## src/rtl/hazard_scoreboard.sv

```systemverilog
// D-stage hazard scoreboard: tracks in-flight writers with Tnew countdowns,
// picks the youngest forwarding source per operand and raises stall on Tuse/Tnew or MDU conflicts.
module hazard_scoreboard #(
    parameter int AW      = 5,
    parameter int DEPTH   = 3,
    parameter int TMAX    = 3,
    parameter int TW      = $clog2(TMAX + 1),
    parameter int SW      = $clog2(DEPTH + 1),
    parameter int MDU_LAT = 5
) (
    input  logic          clk,
    input  logic          reset,
    input  logic          d_valid,
    input  logic [AW-1:0] d_a1,
    input  logic [AW-1:0] d_a2,
    input  logic          d_use1,
    input  logic          d_use2,
    input  logic [TW-1:0] d_tuse1,
    input  logic [TW-1:0] d_tuse2,
    input  logic [AW-1:0] d_a3,
    input  logic [TW-1:0] d_tnew,
    input  logic          d_mdu_start,
    input  logic          d_mdu_use,
    input  logic          flush,
    output logic          stall,
    output logic [SW-1:0] fwd_sel1,
    output logic [SW-1:0] fwd_sel2,
    output logic          fwd_rdy1,
    output logic          fwd_rdy2,
    output logic          mdu_busy
);

    typedef struct packed {
        logic [SW-1:0] sel;
        logic          rdy;
        logic          haz;
    } match_t;

    // Entry k mirrors pipeline stage k (1 = E).
    logic [DEPTH:1]         ent_vld;
    logic [DEPTH:1][AW-1:0] ent_a3;
    logic [DEPTH:1][TW-1:0] ent_tnew;
    logic [7:0]             mdu_cnt;
    logic                   issue;
    match_t                 m1;
    match_t                 m2;

    function automatic logic [TW-1:0] tnew_dec(input logic [TW-1:0] t);
        return (t == '0) ? '0 : t - TW'(1);
    endfunction

    // The first hit in stage order is the youngest writer and shadows older ones.
    function automatic match_t scan(
        input logic                   use_op,
        input logic [AW-1:0]          a,
        input logic [TW-1:0]          tuse,
        input logic [DEPTH:1]         vld,
        input logic [DEPTH:1][AW-1:0] a3,
        input logic [DEPTH:1][TW-1:0] tnew
    );
        match_t m;
        logic   found;
        m     = '0;
        found = 1'b0;
        if (use_op && (a != '0)) begin
            for (int k = 1; k <= DEPTH; k++) begin
                if (!found && vld[k] && (a3[k] == a)) begin
                    found = 1'b1;
                    m.sel = SW'(k);
                    m.rdy = (tnew[k] == '0);
                    m.haz = (tnew[k] > tuse);
                end
            end
        end
        return m;
    endfunction

    assign m1       = scan(d_use1, d_a1, d_tuse1, ent_vld, ent_a3, ent_tnew);
    assign m2       = scan(d_use2, d_a2, d_tuse2, ent_vld, ent_a3, ent_tnew);
    assign fwd_sel1 = m1.sel;
    assign fwd_rdy1 = m1.rdy;
    assign fwd_sel2 = m2.sel;
    assign fwd_rdy2 = m2.rdy;
    assign mdu_busy = (mdu_cnt != 8'd0);
    assign stall    = d_valid & (m1.haz | m2.haz | (d_mdu_use & mdu_busy));
    assign issue    = d_valid & ~stall & ~flush;

    always_ff @(posedge clk or negedge reset) begin
        if (!reset) begin
            ent_vld  <= '0;
            ent_a3   <= '0;
            ent_tnew <= '0;
        end else if (flush) begin
            ent_vld  <= '0;
            ent_a3   <= '0;
            ent_tnew <= '0;
        end else begin
            ent_vld[1]  <= issue && (d_a3 != '0);
            ent_a3[1]   <= issue ? d_a3 : '0;
            ent_tnew[1] <= issue ? d_tnew : '0;
            for (int k = 2; k <= DEPTH; k++) begin
                ent_vld[k]  <= ent_vld[k-1];
                ent_a3[k]   <= ent_a3[k-1];
                ent_tnew[k] <= tnew_dec(ent_tnew[k-1]);
            end
        end
    end

    // MDU occupancy keeps counting through flushes.
    always_ff @(posedge clk or negedge reset) begin
        if (!reset) begin
            mdu_cnt <= 8'd0;
        end else if (issue && d_mdu_start) begin
            mdu_cnt <= 8'(MDU_LAT);
        end else if (mdu_cnt != 8'd0) begin
            mdu_cnt <= mdu_cnt - 8'd1;
        end
    end

endmodule
```

## config.mk

```make
export PLATFORM = sky130hd
export DESIGN_NAME = hazard_scoreboard
export DESIGN_NICKNAME = d
export VERILOG_FILES = /design/src/rtl/hazard_scoreboard.sv
export SDC_FILE = /design/constraint.sdc
export NUM_CORES = 1
export LEC_CHECK = 0
export ABC_CLOCK_PERIOD_IN_PS = 3800
export CAP_MARGIN = 15
export CORE_UTILIZATION = 40
export DETAILED_ROUTE_END_ITERATION = 16
export GPL_TIMING_DRIVEN = 1
export HOLD_SLACK_MARGIN = 0.15
export PLACE_DENSITY_LB_ADDON = 0.1
export SLEW_MARGIN = 20
export SYNTH_ARGS = -nofsm -noshare
export SYNTH_HDL_FRONTEND = slang
export SYNTH_SLANG_ARGS = --single-unit
```

## constraint.sdc

```tcl
create_clock -name clk -period 3.8 [get_ports clk]
set_clock_uncertainty 0.2 [all_clocks]
set_input_delay 1.14 -clock clk [delete_from_list [all_inputs] [get_ports clk]]
set_output_delay 1.14 -clock clk [all_outputs]
set_load 0.02 [all_outputs]
```

==> tab_implementation.tex, run 1 <==
\begin{tabular}{lr}
\hline
Metric & Value \\
\hline
\multicolumn{2}{l}{\textbf{Global route}} \\
Leftover overflow at the end of global routing & 0 \\
Antenna violations before repair & 0 \\
Via count of the first global-routing pass & 1,845 \\
Total track usage & 20.5\% \\
Pin count of the biggest net entering global routing & 33 \\
Wire length of the first global-routing pass & 8.37 mm \\
\multicolumn{2}{l}{\textbf{Floorplanning}} \\
Die Ht & 74.1 microns \\
Area of the die & 0.00549 sq mm \\
X dimension of the die & 74.1 microns \\
I/O pins & 37 \\
Total number of placement rows & 25 \\
Starting density of the core & 42.9\% \\
Core outline area & 0.00485 sq mm \\
\multicolumn{2}{l}{\textbf{Placed design}} \\
Area after detailed placement & 0.00274 sq mm \\
Number of buffer cells added on primary ports & 36 \\
DP HPWL & 3.75 mm \\
Gp weighted congestion & 0.874 \\
\multicolumn{2}{l}{\textbf{STA}} \\
Total count of hold-check failures in the final report & 0 \\
Measured slew at the worst slew-check pin & 0.420 ns \\
Worst hold margin & 0.275 ns \\
Final critical delay including setup and external delays & 4.12 ns \\
Final setup viols & 4 \\
Max\_slew headroom & 72.0\% \\
Setup repair after global routing missed its margin & yes \\
Maximum clock rate & 243 MHz \\
Share of the cycle needed by the critical path after routing & 108\% \\
Slack of the critical path & -0.317 ns \\
Slew Limit Fails & 0 \\
\multicolumn{2}{l}{\textbf{Clock network}} \\
Later-pin clock latency in the skew report & 0.28 ns \\
Clock sinks & 32 \\
Clock tree root driver cell & clkbuf\_8 \\
Number of H-tree levels & 2 \\
TritonCTS Buffers & 5 \\
Maximum clock path buffer count & 2 \\
Clock slew at the register clock pins of the worst setup and hold paths & 0.06 ns \\
CTS tree & done \\
Post-cts hold buffer count & 0 \\
\multicolumn{2}{l}{\textbf{Worst setup path}} \\
Slowest Stage Delay on Critical Path & 0.32 ns \\
Capturing element type of the critical path & output pin \\
Worst flop-to-flop path startpoint & ent\_tnew[3]\$\_DFF\_PN0\_ \\
Cell-by-cell listing of the critical path & buf\_2 > inv\_2 > ha\_4 > nor2b\_1 > a2bb2oi\_2 > nand4\_1 > o211a\_4 > o311ai\_4 > and2\_4 > buf\_6 \\
Startpoint class of the critical path & input pin \\
Critical path required time & 2.46 ns \\
Maximum net fanout on the critical path & 3 \\
Worst Path Arrival & 2.78 ns \\
Slowest CP cell & o311ai\_4 \\
Capture point of the worst reg-to-reg path & mdu\_cnt[2]\$\_DFFE\_PN0P\_ \\
Setup slack of the worst register-to-register path & 1.26 ns \\
Kind of critical path & in -> out \\
Number of cells traversed by the worst register-to-register path & 8 \\
\multicolumn{2}{l}{\textbf{Cells and area}} \\
Area used by sequential logic in the layout & 801 sq um \\
Number of antenna diodes & 0 \\
Design Area, Final & 0.00317 sq mm \\
Fraction of layout instances using a drive strength above 1 & 39.2\% \\
Area growth, synth to finish & 52.4\% \\
Layout Nets & 329 \\
Area occupied by multi-input gates & 0.00150 sq mm \\
Layout filler cell count & 397 \\
\multicolumn{2}{l}{\textbf{Status}} \\
Violations in the final reports & setup timing \\
Status & complete, but fails checks \\
\multicolumn{2}{l}{\textbf{Synth}} \\
Top cell type's share of synthesized area & 38.5\% \\
Post-Synthesis Net Count & 255 \\
Leading cell type by number of instances after synthesis & dfrtp\_1 \\
Most frequently used flop master after synthesis & dfrtp\_1 \\
Synth warnings & 0 \\
Most area-hungry cell type in the Yosys netlist & dfrtp\_1 \\
Number of library cell types mapped by synthesis & 44 \\
Cell types occupying the most area after synthesis & dfrtp\_1, xor2\_1, ha\_1 \\
Post-synthesis instance area & 0.00208 sq mm \\
Part of the Yosys area used for sequential elements & 38.5\% \\
Most numerous cell types in the synthesized netlist & dfrtp\_1, xor2\_1, nor2b\_1 \\
Async set-reset flop share out of synthesis & 100\% \\
Mapped Avg Cell Area & 9.76 sq um \\
Count of flip-flops with a built-in enable after synthesis & 0 \\
Cell count after synthesis & 213 \\
Register bit count reported by yosys & 32 \\
\multicolumn{2}{l}{\textbf{Power}} \\
Worst voltage drop across the vdd grid & 0.443 mV \\
Ratio of total power to cell area & 343 mW/mm\^{}2 \\
Total power draw & 1.09 mW \\
Cell leakage power & 1.42 nW \\
\multicolumn{2}{l}{\textbf{Routing}} \\
Router iterations before antenna repair & 4 \\
Highest layer used for signal routing & met4 \\
Number of vias per cell after detailed routing & 5.19 \\
Final Routed Wirelength & 5.14 mm \\
Antenna-violating nets left & 0 \\
Vias after detailed routing & 1,844 \\
Average wire per cell in the routed design & 14.5 microns \\
Routed met1 length & 2.42 mm \\
Metal2 WL & 2.51 mm \\
Final routed DRC violation total & 0 \\
Met3 routed wirelength & 131 microns \\
Initial DRC count & 97 \\
\multicolumn{2}{l}{\textbf{Hold path}} \\
Destination of the worst hold path & ent\_tnew[2]\$\_DFF\_PN0\_ \\
Startpoint of the lowest-slack hold path & ent\_tnew[0]\$\_DFF\_PN0\_ \\
Worst min-delay path category & reg -> reg \\
Hold path cells & 1 \\
\multicolumn{2}{l}{\textbf{Flow run}} \\
Count of maximum capacitance violations & 0 \\
\hline
\end{tabular}
-- cell usage in the layout, fill, tap and decap left out, types with 8 or more instances in the layout --
cell,netlist,layout
ha_1,13,9
nand2_1,11,10
buf_4,0,35
clkdlybuf4s50_1,0,15
buf_6,1,14
dfrtp_1,32,32
nor2_1,9,8
nor2b_1,19,17
xor2_1,20,20
xnor2_1,13,8
-- worst max-delay path, delay by kind of cell --
kind                       cells  cell delay (ns)
AOI/OAI and AO/OA              3             0.66
and+or+nand+nor                3             0.48
adders and majority gates      1             0.26
buffers and inverters          3             0.24
-- per-layer routing --
| layer | up-vias | global-route usage, % |
|---|---|---|
| li1 | 913 | - |
| met1 | 883 | 27.1 |
| met2 | 40 | 33.3 |
| met3 | 8 | 3.66 |
| met4 | 0 | 8.33 |
| met5 | - | 0 |
-- stage by stage --
step / std cells / util, % / setup TNS (ns) / setup slack [ns]
after floorplan: 213 / - / -0.0251 / -0.0251
after global placement: 341 / 56.6 / -6.60 / -1.21
after detailed placement: 341 / 56.6 / -6.75 / -1.24
after CTS: 355 / 63.2 / -0.545 / -0.315
after global routing: 355 / 65.4 / -1.29 / -0.413
final: 355 / 65.4 / -0.707 / -0.317
-- logic make-up (layout without fill, tap and decap cells) --
logic type,Yosys count,after routing,synth area share [%]
DFF,32,32,38.5
AOI/OAI and AO/OA,37,37,13.1
and+or+nand+nor,84,84,23.8
buffers and inverters,14,89,2.95
xor gates and xnor gates,33,33,13.9
adders and majority gates,13,13,7.82
-- state kept, by name, summed over array words and instances, names as in the netlist --
signal    count
ent_vld       3
ent_a3       15
mdu_cnt       8
ent_tnew      6
-- timing repair --
action	in CTS	in global routing
pin swaps	32	19
setup endpoints to repair	7	7
resized for setup	131	28
buffers inserted	7	1
-- final cells by class --
class	instances	area share, %
multi-input combinational	167	47.2
sequential	32	25.3
timing repair buffer	72	19.7
clock buffer	7	3.04
tap	67	2.65
inverter	9	1.14
clock inverter	1	0.947
-- worst max-delay path by stage --
stage	cells after the start	startpoint	to	slack [ns]
floorplan	6	d_a2[4]	stall	-0.03
global placement	8	d_a2[4]	stall	-1.21
detailed placement	8	d_a2[4]	stall	-1.24
CTS	8	d_a2[1]	stall	-0.31
global route	8	d_a2[3]	stall	-0.41
finish	10	d_tuse2[1]	stall	-0.32
-- power breakdown --
part	internal, mW	switching [mW]	leakage (nW)
registers	0.389	0.0449	0.431
logic	0.155	0.149	0.923
clock network	0.231	0.118	0.0645
total	0.775	0.312	1.42
No activity file was read; power rests on OpenSTA's default activity.
==> run 2, diff against run 1 <==
--- a/config.mk
+++ b/config.mk
@@ -5,7 +5,7 @@
 export SDC_FILE = /design/constraint.sdc
 export NUM_CORES = 1
 export LEC_CHECK = 0
-export ABC_CLOCK_PERIOD_IN_PS = 3800
+export ABC_CLOCK_PERIOD_IN_PS = 3500
 export CAP_MARGIN = 15
 export CORE_UTILIZATION = 40
 export DETAILED_ROUTE_END_ITERATION = 16
==> constraint.sdc (replaced) <==
create_clock -name clk -period 3.5 [get_ports clk]
set_clock_uncertainty 0.2 [all_clocks]
set_input_delay 1.05 -clock clk [delete_from_list [all_inputs] [get_ports clk]]
set_output_delay 1.05 -clock clk [all_outputs]
set_load 0.02 [all_outputs]
==> run 2 against run 1 <==
Net effect: the run still ends with setup timing left; final cell count rose by 7.3%; global-route usage is 2.3 points higher; count of clock-buffer cells in the layout stayed put; design area is 10% higher; sequential power up 9.7%; core utilization rose by 6.6 points; sequential cell count is the same; non-clock buffer count rose by 26; worst setup slack got worse by 0.17 ns; worst hold slack better by 0.066 ns; register-to-register slack worse by 0.56 ns; critical endpoint unchanged.
==> tab_implementation.tex, run 2 (synthesis gave the netlist of run 1 again) <==
\begin{tabular}{lr}
\hline
Metric & Value \\
\hline
\multicolumn{2}{l}{\textbf{Cells and area}} \\
Design Area, Final & 0.00349 sq mm \\
Layout Nets & 355 \\
Most frequent cells in the layout & buf\_4, dfrtp\_1, nor2b\_1 \\
Register name with the most flops & ent\_a3 \\
Area growth, synth to finish & 67.7\% \\
Largest register FFs & 15 \\
Most common cell after layout, fill and taps aside & buf\_4 \\
Number of antenna diodes & 0 \\
Largest registers & ent\_a3 (15), mdu\_cnt (8), ent\_tnew (6) \\
Fraction of layout instances using a drive strength above 1 & 47.5\% \\
\multicolumn{2}{l}{\textbf{Worst setup path}} \\
Capturing element type of the critical path & output pin \\
Kind of critical path & in -> out \\
Worst Path Arrival & 2.73 ns \\
Capture point of the worst reg-to-reg path & mdu\_cnt[2]\$\_DFFE\_PN0P\_ \\
Startpoint class of the critical path & input pin \\
Cell-by-cell listing of the critical path & buf\_12 > xor2\_4 > nor4\_4 > nand3\_2 > o211a\_4 > o311ai\_4 > and2\_4 > buf\_6 \\
Critical path required time & 2.25 ns \\
Slowest CP cell & nor4\_4 \\
Maximum net fanout on the critical path & 4 \\
Crit path buf inv count & 2 \\
Setup slack of the worst register-to-register path & 0.70 ns \\
Worst path top cell family by delay & simple AND/OR/NAND/NOR gates \\
Worst flop-to-flop path startpoint & ent\_a3[14]\$\_DFF\_PN0\_ \\
Slowest Stage Delay on Critical Path & 0.34 ns \\
Number of cells traversed by the worst register-to-register path & 9 \\
Count of cell instances traversed by the critical path & 8 \\
\multicolumn{2}{l}{\textbf{STA}} \\
Slew Limit Fails & 0 \\
Total count of hold-check failures in the final report & 0 \\
Share of the cycle needed by the critical path after routing & 114\% \\
Setup tns final & -1.67 ns \\
Measured slew at the worst slew-check pin & 0.489 ns \\
Final setup viols & 7 \\
Setup repair after global routing missed its margin & yes \\
Max\_slew headroom & 67.1\% \\
Final critical delay including setup and external delays & 3.98 ns \\
Slack of the critical path & -0.484 ns \\
Maximum clock rate & 251 MHz \\
Worst hold margin & 0.342 ns \\
\multicolumn{2}{l}{\textbf{Routing}} \\
Vias after detailed routing & 1,956 \\
Router iterations before antenna repair & 4 \\
Final routed DRC violation total & 0 \\
Number of vias per cell after detailed routing & 5.13 \\
Final Routed Wirelength & 6.26 mm \\
Antenna-violating nets left & 0 \\
Average wire per cell in the routed design & 16.4 microns \\
Initial DRC count & 83 \\
\multicolumn{2}{l}{\textbf{Power}} \\
Worst voltage drop across the vdd grid & 0.317 mV \\
Ratio of total power to cell area & 355 mW/mm\^{}2 \\
Cell leakage power & 1.55 nW \\
\multicolumn{2}{l}{\textbf{Global route}} \\
Met3 Track Usage GR & 5.01\% \\
Met2 demand-to-capacity share in global routing & 35.8\% \\
Via count of the first global-routing pass & 1,904 \\
Leftover overflow at the end of global routing & 0 \\
GRT busiest layer & met2 \\
Pin count of the biggest net entering global routing & 33 \\
Wire length of the first global-routing pass & 9.18 mm \\
Antenna violations before repair & 0 \\
Met1 track demand over resource & 30.9\% \\
Total track usage & 22.8\% \\
\multicolumn{2}{l}{\textbf{Clock network}} \\
Post-cts hold buffer count & 0 \\
Clock slew at the register clock pins of the worst setup and hold paths & 0.07 ns \\
Number of H-tree levels & 2 \\
Later-pin clock latency in the skew report & 0.29 ns \\
Clock tree root driver cell & clkbuf\_8 \\
Maximum clock path buffer count & 2 \\
TritonCTS Buffers & 5 \\
Clock sinks & 32 \\
CTS tree & done \\
\multicolumn{2}{l}{\textbf{Floorplanning}} \\
Total number of placement rows & 25 \\
X dimension of the die & 74.1 microns \\
Starting density of the core & 42.9\% \\
Area of the die & 0.00549 sq mm \\
Die Ht & 74.1 microns \\
I/O pins & 37 \\
Core outline area & 0.00485 sq mm \\
\multicolumn{2}{l}{\textbf{Hold path}} \\
Hold path cells & 2 \\
Worst min-delay path category & reg -> reg \\
Destination of the worst hold path & ent\_tnew[2]\$\_DFF\_PN0\_ \\
Startpoint of the lowest-slack hold path & ent\_tnew[0]\$\_DFF\_PN0\_ \\
\multicolumn{2}{l}{\textbf{Placed design}} \\
Number of buffer cells added on primary ports & 36 \\
DP HPWL & 3.99 mm \\
Gp weighted congestion & 0.818 \\
Area after detailed placement & 0.00290 sq mm \\
\multicolumn{2}{l}{\textbf{Status}} \\
Status & complete, but fails checks \\
Violations in the final reports & setup timing \\
\multicolumn{2}{l}{\textbf{Flow run}} \\
Count of maximum capacitance violations & 0 \\
\hline
\end{tabular}
run 2: through the flow:
step | setup slack [ns] | cells | power (mW) | utilization (%)
floorplan | -0.145 | 213 | 0.664 | -
global placement | -1.33 | 361 | 0.788 | 59.8
detailed placement | -1.34 | 361 | 0.798 | 59.8
CTS | -0.396 | 378 | 1.22 | 68.8
global route | -0.521 | 381 | 1.31 | 71.9
finish | -0.484 | 381 | 1.24 | 71.9
run 2: worst register-to-register path, cell delays in order (launching register included):
cell	delay (ns)
dfrtp_1	0.45
xor2_4	0.18
nor4_4	0.34
nand3_2	0.16
o211a_4	0.28
buf_4	0.13
buf_4	0.12
buf_4	0.12
o311a_4	0.44
a31o_2	0.25
run 2: layout make-up:
type                    instances  area [sq um]
multi-input cells             167          1620
fillers                       350          1360
repair buffers                 98           823
flip-flops and latches         32           801
clock buffers                   7          96.3
well taps                      67          83.8
inverters                       9          36.3
clock inverters                 1          30.0
run 2: routing by layer:
metal  routed length, microns  part of all wire (%)
met5                        0                     0
met4                      146                   2.3
met3                      250                   4.0
met2                     3040                    49
met1                     2820                    45
run 2: repair_timing:
action	in CTS	in global routing
cloned	0	0
resized for setup	151	22
buffers inserted	10	3
hold endpoints to repair	0	0
pin swaps	33	17
setup endpoints to repair	7	8
run 2: worst max path at each step:
| stage | end | slack (ns) | startpoint |
|---|---|---|---|
| 6_report | stall | -0.48 | d_a2[4] |
| 5_1_grt | stall | -0.52 | d_a2[2] |
| 4_1_cts | stall | -0.40 | d_a2[1] |
| 3_5_place_dp | stall | -1.34 | d_a2[4] |
| 3_3_place_gp | stall | -1.33 | d_a2[4] |
| 2_1_floorplan | stall | -0.15 | d_a2[4] |
run 2: where the power goes:
part	internal [mW]	switching, mW	total (mW)
sequential	0.422	0.0538	0.476
clock	0.251	0.139	0.390
combinational	0.192	0.180	0.372
total	0.865	0.373	1.24
